[config.mk]
export PLATFORM = sky130hd
export DESIGN_NAME = control_unit_flat
export DESIGN_NICKNAME = d
export VERILOG_FILES = /design/src/rtl/control_unit_pkg.sv /design/src/rtl/control_unit_if.sv /design/src/rtl/control_unit_instr_decoder.sv /design/src/rtl/control_unit.sv /design/src/flat_wrapper.sv
export SDC_FILE = /design/constraint.sdc
export NUM_CORES = 1
export LEC_CHECK = 0
export CAP_MARGIN = 15
export CORE_MARGIN = 4
export CORE_UTILIZATION = 45
export DETAILED_ROUTE_END_ITERATION = 10
export DONT_BUFFER_PORTS = 1
export PLACE_DENSITY = 0.65
export SLEW_MARGIN = 10
export SYNTH_ARGS = -nofsm -noshare
export SYNTH_HDL_FRONTEND = slang
export SYNTH_SLANG_ARGS = --single-unit
[constraint.sdc]
create_clock -name clk -period 1.3 [get_ports clk]
set_input_delay 0.13 -clock clk [delete_from_list [all_inputs] [get_ports clk]]
set_output_delay 0.13 -clock clk [all_outputs]
set_load 0.005 [all_outputs]
[src/rtl/control_unit_pkg.sv]
// ---------------------------------------------------------------------------
// control_unit_pkg
//
// Shared opcode definitions for the accumulator datapath. The ALU and the
// control_unit both import this package so the two sides always agree on
// the meaning of every 4-bit opcode.
//
// Contents:
//   OPCODE_WIDTH  width of the opcode field of an instruction word
//   OP_*          opcode constants (codes B..E are unassigned and run as NOP)
//   decode_t      one-hot-ish class flags produced by instr_decoder
// ---------------------------------------------------------------------------
package control_unit_pkg;

   localparam int OPCODE_WIDTH = 4;

   // ALU operations (alu_ce pulses in EXECUTE)
   localparam logic [OPCODE_WIDTH-1:0] OP_NOP  = 4'h0;
   localparam logic [OPCODE_WIDTH-1:0] OP_ADD  = 4'h1;
   localparam logic [OPCODE_WIDTH-1:0] OP_SUB  = 4'h2;
   localparam logic [OPCODE_WIDTH-1:0] OP_LD   = 4'h3;
   localparam logic [OPCODE_WIDTH-1:0] OP_AND  = 4'h4;
   localparam logic [OPCODE_WIDTH-1:0] OP_OR   = 4'h5;
   localparam logic [OPCODE_WIDTH-1:0] OP_XOR  = 4'h6;
   localparam logic [OPCODE_WIDTH-1:0] OP_NOT  = 4'h7;

   // Sequencer-only operations
   localparam logic [OPCODE_WIDTH-1:0] OP_ST   = 4'h8;
   localparam logic [OPCODE_WIDTH-1:0] OP_JMP  = 4'h9;
   localparam logic [OPCODE_WIDTH-1:0] OP_JZ   = 4'hA;
   localparam logic [OPCODE_WIDTH-1:0] OP_HALT = 4'hF;

   // Instruction class flags. At most one of is_alu/is_st/is_jmp/is_jz/is_halt
   // is set for any opcode; is_carry is a qualifier on top of is_alu.
   typedef struct packed {
      logic is_alu;
      logic is_carry;
      logic is_st;
      logic is_jmp;
      logic is_jz;
      logic is_halt;
   } decode_t;

endpackage : control_unit_pkg

[src/rtl/control_unit_if.sv]
// ---------------------------------------------------------------------------
// control_unit_if
//
// Bundles every signal between the sequencer and its neighbours (program
// memory, ALU, register file, and the run/halt handshake with the host).
//
// Signals:
//   run       host -> cu   level; start/continue execution
//   pm_addr   cu -> mem    program memory address (= pc)
//   pm_data   mem -> cu    program memory read data, one cycle after pm_addr
//   opcode    cu -> alu    ALU opcode
//   alu_ce    cu -> alu    ALU clock enable pulse
//   cy_ce     cu -> alu    carry-flag enable pulse
//   rf_addr   cu -> rf     register-file address
//   rf_we     cu -> rf     register-file write strobe
//   acc_zero  alu -> cu    accumulator is zero
//   halted    cu -> host   sequencer sits in HALT
//
// Modports:
//   master  the control_unit side
//   slave   the environment side (memory/ALU/register file/host)
// ---------------------------------------------------------------------------
interface control_unit_if
   import control_unit_pkg::*;
#(
   parameter int PC_WIDTH = 8,
   parameter int IW_WIDTH = 12,
   parameter int RF_AW    = 4
);

   logic                    run;
   logic [PC_WIDTH-1:0]     pm_addr;
   logic [IW_WIDTH-1:0]     pm_data;
   logic [OPCODE_WIDTH-1:0] opcode;
   logic                    alu_ce;
   logic                    cy_ce;
   logic [RF_AW-1:0]        rf_addr;
   logic                    rf_we;
   logic                    acc_zero;
   logic                    halted;

   modport master (
      input  run,
      input  pm_data,
      input  acc_zero,
      output pm_addr,
      output opcode,
      output alu_ce,
      output cy_ce,
      output rf_addr,
      output rf_we,
      output halted
   );

   modport slave (
      output run,
      output pm_data,
      output acc_zero,
      input  pm_addr,
      input  opcode,
      input  alu_ce,
      input  cy_ce,
      input  rf_addr,
      input  rf_we,
      input  halted
   );

endinterface : control_unit_if

[src/rtl/control_unit_instr_decoder.sv]
// ---------------------------------------------------------------------------
// instr_decoder
//
// Purely combinational classification of an opcode into the handful of
// classes the sequencer cares about. Unassigned codes (B..E) and NOP fall
// through with every flag clear, which makes them behave as "advance pc only".
//
// Ports:
//   op   in   opcode field of the instruction register
//   dec  out  class flags (see control_unit_pkg::decode_t)
// ---------------------------------------------------------------------------
module instr_decoder
   import control_unit_pkg::*;
(
   input  logic [OPCODE_WIDTH-1:0] op,
   output decode_t                 dec
);

   // Only ADD and SUB produce a meaningful carry, so only they open the
   // carry-flag enable; the other ALU ops must leave the flag alone.
   always_comb begin
      dec = '0;
      case (op)
         OP_ADD, OP_SUB: begin
            dec.is_alu   = 1'b1;
            dec.is_carry = 1'b1;
         end
         OP_LD, OP_AND, OP_OR, OP_XOR, OP_NOT: begin
            dec.is_alu = 1'b1;
         end
         OP_ST:   dec.is_st   = 1'b1;
         OP_JMP:  dec.is_jmp  = 1'b1;
         OP_JZ:   dec.is_jz   = 1'b1;
         OP_HALT: dec.is_halt = 1'b1;
         default: dec = '0;
      endcase
   end

endmodule : instr_decoder

[src/rtl/control_unit.sv]
// ---------------------------------------------------------------------------
// control_unit
//
// Fetch/decode/execute sequencer in front of the accumulator ALU. Each
// instruction occupies exactly three cycles:
//   FETCH    pm_addr = pc is presented to the synchronous program memory
//   DECODE   the memory word arrives and is captured into ir
//   EXECUTE  enables pulse for one cycle and pc is advanced or redirected
// HALT is terminal until rst_n; IDLE waits for run.
//
// Ports:
//   clk    in   system clock, all state on the rising edge
//   rst_n  in   asynchronous active-low reset
//   bus    master side of control_unit_if (memory, ALU, register file, host)
// ---------------------------------------------------------------------------
module control_unit
   import control_unit_pkg::*;
#(
   parameter int PC_WIDTH = 8,
   parameter int IW_WIDTH = 12,
   parameter int RF_AW    = 4
) (
   input  logic           clk,
   input  logic           rst_n,
   control_unit_if.master bus
);

   typedef enum logic [2:0] {
      ST_IDLE,
      ST_FETCH,
      ST_DECODE,
      ST_EXECUTE,
      ST_HALT
   } state_e;

   state_e              state_q, state_d;
   logic [PC_WIDTH-1:0] pc_q, pc_d;
   logic [IW_WIDTH-1:0] ir_q, ir_d;

   decode_t             dec;
   logic [PC_WIDTH-1:0] pc_inc;
   logic [PC_WIDTH-1:0] jump_target;
   logic                alu_ce_c;
   logic                cy_ce_c;
   logic                rf_we_c;

   instr_decoder u_decoder (
      .op  (ir_q[IW_WIDTH-1 -: OPCODE_WIDTH]),
      .dec (dec)
   );

   // Increment wraps naturally at 2^PC_WIDTH; the operand field is the
   // absolute jump target.
   assign pc_inc      = pc_q + PC_WIDTH'(1);
   assign jump_target = PC_WIDTH'(ir_q[7:0]);

   // State, pc and ir registers. Reset is asynchronous so the enables, which
   // are decoded from state_q, collapse immediately even mid-EXECUTE.
   always_ff @(posedge clk or negedge rst_n) begin
      if (!rst_n) begin
         state_q <= ST_IDLE;
         pc_q    <= '0;
         ir_q    <= '0;
      end else begin
         state_q <= state_d;
         pc_q    <= pc_d;
         ir_q    <= ir_d;
      end
   end

   // Next-state and strobe logic. The run input is only sampled in IDLE and
   // at the end of EXECUTE, so an instruction already fetched always
   // completes even if run drops during FETCH or DECODE.
   always_comb begin
      state_d  = state_q;
      pc_d     = pc_q;
      ir_d     = ir_q;
      alu_ce_c = 1'b0;
      cy_ce_c  = 1'b0;
      rf_we_c  = 1'b0;

      unique case (state_q)
         ST_IDLE: begin
            if (bus.run) state_d = ST_FETCH;
         end

         ST_FETCH: begin
            state_d = ST_DECODE;
         end

         ST_DECODE: begin
            ir_d    = bus.pm_data;
            state_d = ST_EXECUTE;
         end

         ST_EXECUTE: begin
            alu_ce_c = dec.is_alu;
            cy_ce_c  = dec.is_carry;
            rf_we_c  = dec.is_st;

            if (dec.is_halt) begin
               state_d = ST_HALT;
            end else begin
               if (dec.is_jmp || (dec.is_jz && bus.acc_zero)) begin
                  pc_d = jump_target;
               end else begin
                  pc_d = pc_inc;
               end
               state_d = bus.run ? ST_FETCH : ST_IDLE;
            end
         end

         ST_HALT: begin
            state_d = ST_HALT;
         end

         default: begin
            state_d = ST_IDLE;
         end
      endcase
   end

   // opcode/rf_addr come straight from ir: ir only changes at the end of
   // DECODE, so they show the current instruction during EXECUTE and keep
   // showing it until the next one is captured.
   assign bus.pm_addr = pc_q;
   assign bus.opcode  = ir_q[IW_WIDTH-1 -: OPCODE_WIDTH];
   assign bus.rf_addr = ir_q[RF_AW-1:0];
   assign bus.alu_ce  = alu_ce_c;
   assign bus.cy_ce   = cy_ce_c;
   assign bus.rf_we   = rf_we_c;
   assign bus.halted  = (state_q == ST_HALT);

endmodule : control_unit

[src/flat_wrapper.sv]
// flat-port wrapper written by rule: the top's interface ports become plain ports
module control_unit_flat import control_unit_pkg::*;
#(
   parameter int PC_WIDTH = 8,
   parameter int IW_WIDTH = 12,
   parameter int RF_AW    = 4
)
  (clk, rst_n, bus_run, bus_pm_data, bus_acc_zero, bus_pm_addr, bus_opcode, bus_alu_ce, bus_cy_ce, bus_rf_addr, bus_rf_we, bus_halted);
  control_unit_if #(.PC_WIDTH(PC_WIDTH), .IW_WIDTH(IW_WIDTH), .RF_AW(RF_AW)) bus_i ();
  input  logic clk;
  input  logic rst_n;
  input wire logic [$bits(bus_i.run)-1:0] bus_run;
  input wire logic [$bits(bus_i.pm_data)-1:0] bus_pm_data;
  input wire logic [$bits(bus_i.acc_zero)-1:0] bus_acc_zero;
  output wire logic [$bits(bus_i.pm_addr)-1:0] bus_pm_addr;
  output wire logic [$bits(bus_i.opcode)-1:0] bus_opcode;
  output wire logic [$bits(bus_i.alu_ce)-1:0] bus_alu_ce;
  output wire logic [$bits(bus_i.cy_ce)-1:0] bus_cy_ce;
  output wire logic [$bits(bus_i.rf_addr)-1:0] bus_rf_addr;
  output wire logic [$bits(bus_i.rf_we)-1:0] bus_rf_we;
  output wire logic [$bits(bus_i.halted)-1:0] bus_halted;
  assign bus_i.run = bus_run;
  assign bus_i.pm_data = bus_pm_data;
  assign bus_i.acc_zero = bus_acc_zero;
  assign bus_pm_addr = bus_i.pm_addr;
  assign bus_opcode = bus_i.opcode;
  assign bus_alu_ce = bus_i.alu_ce;
  assign bus_cy_ce = bus_i.cy_ce;
  assign bus_rf_addr = bus_i.rf_addr;
  assign bus_rf_we = bus_i.rf_we;
  assign bus_halted = bus_i.halted;
  control_unit #(.PC_WIDTH(PC_WIDTH), .IW_WIDTH(IW_WIDTH), .RF_AW(RF_AW)) u_core (.clk(clk), .rst_n(rst_n), .bus(bus_i));
endmodule
==> key figures <==
Setup path
  – Critical Path End Type: output pin
  – Crit Path Class: reg -> out
  – CP peak stage delay: 0.44 ns
  – CP Max Fanout: 3
  – Startpoint type of the worst setup path: flop
  – Arrival time at the worst endpoint: approximately 1.4 ns
  – Worst Path Required: 1.17 ns
  – Critical-path top delay cell: dfrtp_1
  – CP cell instances: nand3b_1, buf_6, nor4_4

Timing
  – Final Critical Period: 1.53 ns
  – Final worst-path cycle share: 1.18
  – Max Slew Vio Count: 0
  – Slew headroom: 0.307
  – Max frequency: 0.654 GHz
  – Slew @ Worst Pin: 1.04 ns
  – Final Hold Viols: 0
  – Worst hold slack: 0.0169 ns
  – RSZ-0062 raised after global routing: true
  – Setup Skew: 0.00180 ns
  – Fin Setup TNS: -2.62 ns
  – Final Setup Violations: 24
  – Setup ws final: -0.228 ns

Power and ir drop
  – Internal power: approximately 0.0026 W
  – Clock share of power: 0.079
  – Sw Pwr: 0.00165 W
  – VDD IR-drop max: about 1.6 mV
  – Switch share: 0.387
  – Seq pwr share: 0.321
  – Combinational Power Share: 0.600
  – Static Leakage: 0.782 nW
  – Pwr per Cell Area: 2450 nW/um^2

Clocking
  – H-Tree Depth: 1
  – Maximum buffer depth of the clock tree: 2
  – CTS tree: yes
  – TritonCTS buffer count: 3
  – Reg clk slew, reported paths: 0.13 ns
  – Clk Latency, worst-skew pair: 0.31 ns
  – Root buffer cell: clkbuf_4
  – Clock Sinks: 23

Die
  – Ports: 36
  – Die Wd: 60.5 um
  – Die area: 3660 um^2
  – Initial Util: 0.488
  – Placeable core area: 2540 um^2
  – Rows: 18
  – Die Height: around 61 um

Yosys
  – Post-Syn Area: ~1200 um^2
  – Area leader, netlist: dfrtp_1
  – Top post-synthesis cells by area: dfrtp_1 (46%), mux2_2 (10%), mux2i_1 (6.5%)
  – Mean area per synthesized cell: around 11 um^2
  – Ys async rst share: 1.00
  – Synth Net Count: 130
  – Prevailing post-synth register cell: dfrtp_1
  – Seq cells post-synth: 23
  – Count leader, synth: dfrtp_1
  – EDFF count, synth: 0
  – Most instantiated cells after synthesis: dfrtp_1 (23), mux2_2 (11), buf_4 (8), mux2i_1 (8), a21oi_1 (7)
  – Yosys cell types: 36
  – Register area share after synthesis: 0.464
  – Yosys warnings: 0
  – Post-synthesis cell count: roughly 110
  – Post-synth top area share: 0.464

Finish
  – Layout area overhead: 40.2%
  – Seq. cell area: 576 um^2
  – Share of post-route cells with drive strength above 1: 0.406
  – Area of the multi-input gates: roughly 660 um^2
  – Nets@finish: 173
  – # diodes: 0
  – Final Util: 0.684
  – # fillers: 190

Route
  – WL met3: roughly 170 um
  – Starting DRT DRC Count: 32
  – M1 WL: 1.24 mm
  – Top Metal Used: met4
  – DR WL/cell: 16.3 um
  – DRC: 0
  – Remaining antenna violation count: 0
  – Post-Route WL: 3.01 mm
  – Vias/cell: around 5.4
  – Met2 WL post-DR: about 1.6 mm
  – Pre-antenna DRT Iters: 4
  – Via count: 1,008

Global routing
  – Tot GR Track Use: 0.174
  – First-pass GRT wire length: roughly 4.8 mm
  – Number of global-route vias before repair: 1,032
  – Largest net degree at the start of global routing: 24
  – Initial antenna violation count: 0
  – Overflow after GRT: 0

Placement
  – Number of port buffers: 0
  – Dpl ws: -0.0632 ns
  – HPWL Detailed: roughly 2.0 mm
  – Gpl congestion: 0.766

Outcome
  – Failing checks: negative setup slack
  – Run status: finished, violations left

Worst hold path
  – Path category of the worst min-delay check: in -> reg

Job
  – Max cap viols: 0
-- sequential cells by signal, indices dropped and copies added (netlist names) --
register	count
u_core.state_q	3
u_core.ir_q	12
u_core.bus.pm_addr	8
-- cell families after synthesis --
kind of cell    share of synthesized area
xor+xnor                           0.0141
compound gates                      0.123
flops                               0.464
fa+ha+maj                          0.0101
simple gates                        0.163
mux                                 0.164
buf+inv                            0.0615
-- cell usage in the layout, fill, tap and decap left out, drive strengths merged, types with 4 or more instances in the layout --
cell type | netlist | routed
o21ai | 5 | 5
nand3 | 5 | 5
nand2 | 6 | 6
nand2b | 4 | 4
mux2 | 11 | 11
mux2i | 8 | 8
buf | 9 | 34
dfrtp | 23 | 23
a21oi | 7 | 7
dlygate4sd3 | 0 | 14
-- per-stage QoR --
step,cells,area [um^2],total power [W]
after floorplan,113,1250,0.00275
after global placement,158,1400,0.00331
after detailed placement,158,1400,0.00338
after CTS,180,1670,0.00403
after global routing,185,1740,0.00460
final,185,1740,0.00427
-- worst paths after layout --
| kind | cells past startpoint | slack (ns) | start | to |
|---|---|---|---|---|
| worst max register to register | 6 | -0.17 | u_core.state_q[2] | u_core.bus.pm_addr[2] |
| worst max-delay path | 3 | -0.23 | u_core.state_q[2] | bus_cy_ce |
| worst min register to register | 1 | 0.53 | u_core.ir_q[5] | u_core.ir_q[5] |
| worst min-delay path | 2 | 0.02 | bus_run | u_core.state_q[0] |
| max in group asynchronous | 1 | 0.25 | rst_n | u_core.state_q[1] |
| min in group asynchronous | 1 | 0.43 | rst_n | u_core.bus.pm_addr[2] |
-- worst max-delay path, delay by kind of cell, from the launching register on --
kind,cells,cell delay (ns)
and+or+nand+nor,2,0.48
DFF,1,0.44
buffers and inverters,1,0.17
-- power groups by stage --
stage	registers, W	clock network [W]	logic [W]
after floorplan	0.00138	0	0.00136
after global placement	0.00136	0	0.00195
after detailed placement	0.00138	0	0.00200
after CTS	0.00136	0.000343	0.00233
after global routing	0.00142	0.000374	0.00280
final	0.00137	0.000335	0.00256
-- repair_timing --
item / 4_1_cts / 5_1_grt
endpoints found under the setup margin: 10 / 23
pin swaps: 3 / 2
gates resized for setup: 12 / 10
hold endpoints to repair: 36 / 0
hold buffers: 14 / 0
buffers inserted: 5 / 5
-- layer usage --
layer  up-vias  global-route usage
met5         -                   0
met4         0              0.0526
met3         4              0.0298
met2        28               0.284
met1       487               0.238
li1        489                   -
-- area by class of cell --
class	instances	area share
Tap cell	30	0.0216
Multi-Input combinational cell	78	0.378
Timing Repair Buffer	48	0.249
Clock buffer	3	0.0129
Sequential cell	23	0.331
Clock inverter	1	0.00288
Inverter	2	0.00431
(Power assumes the default switching activity.)
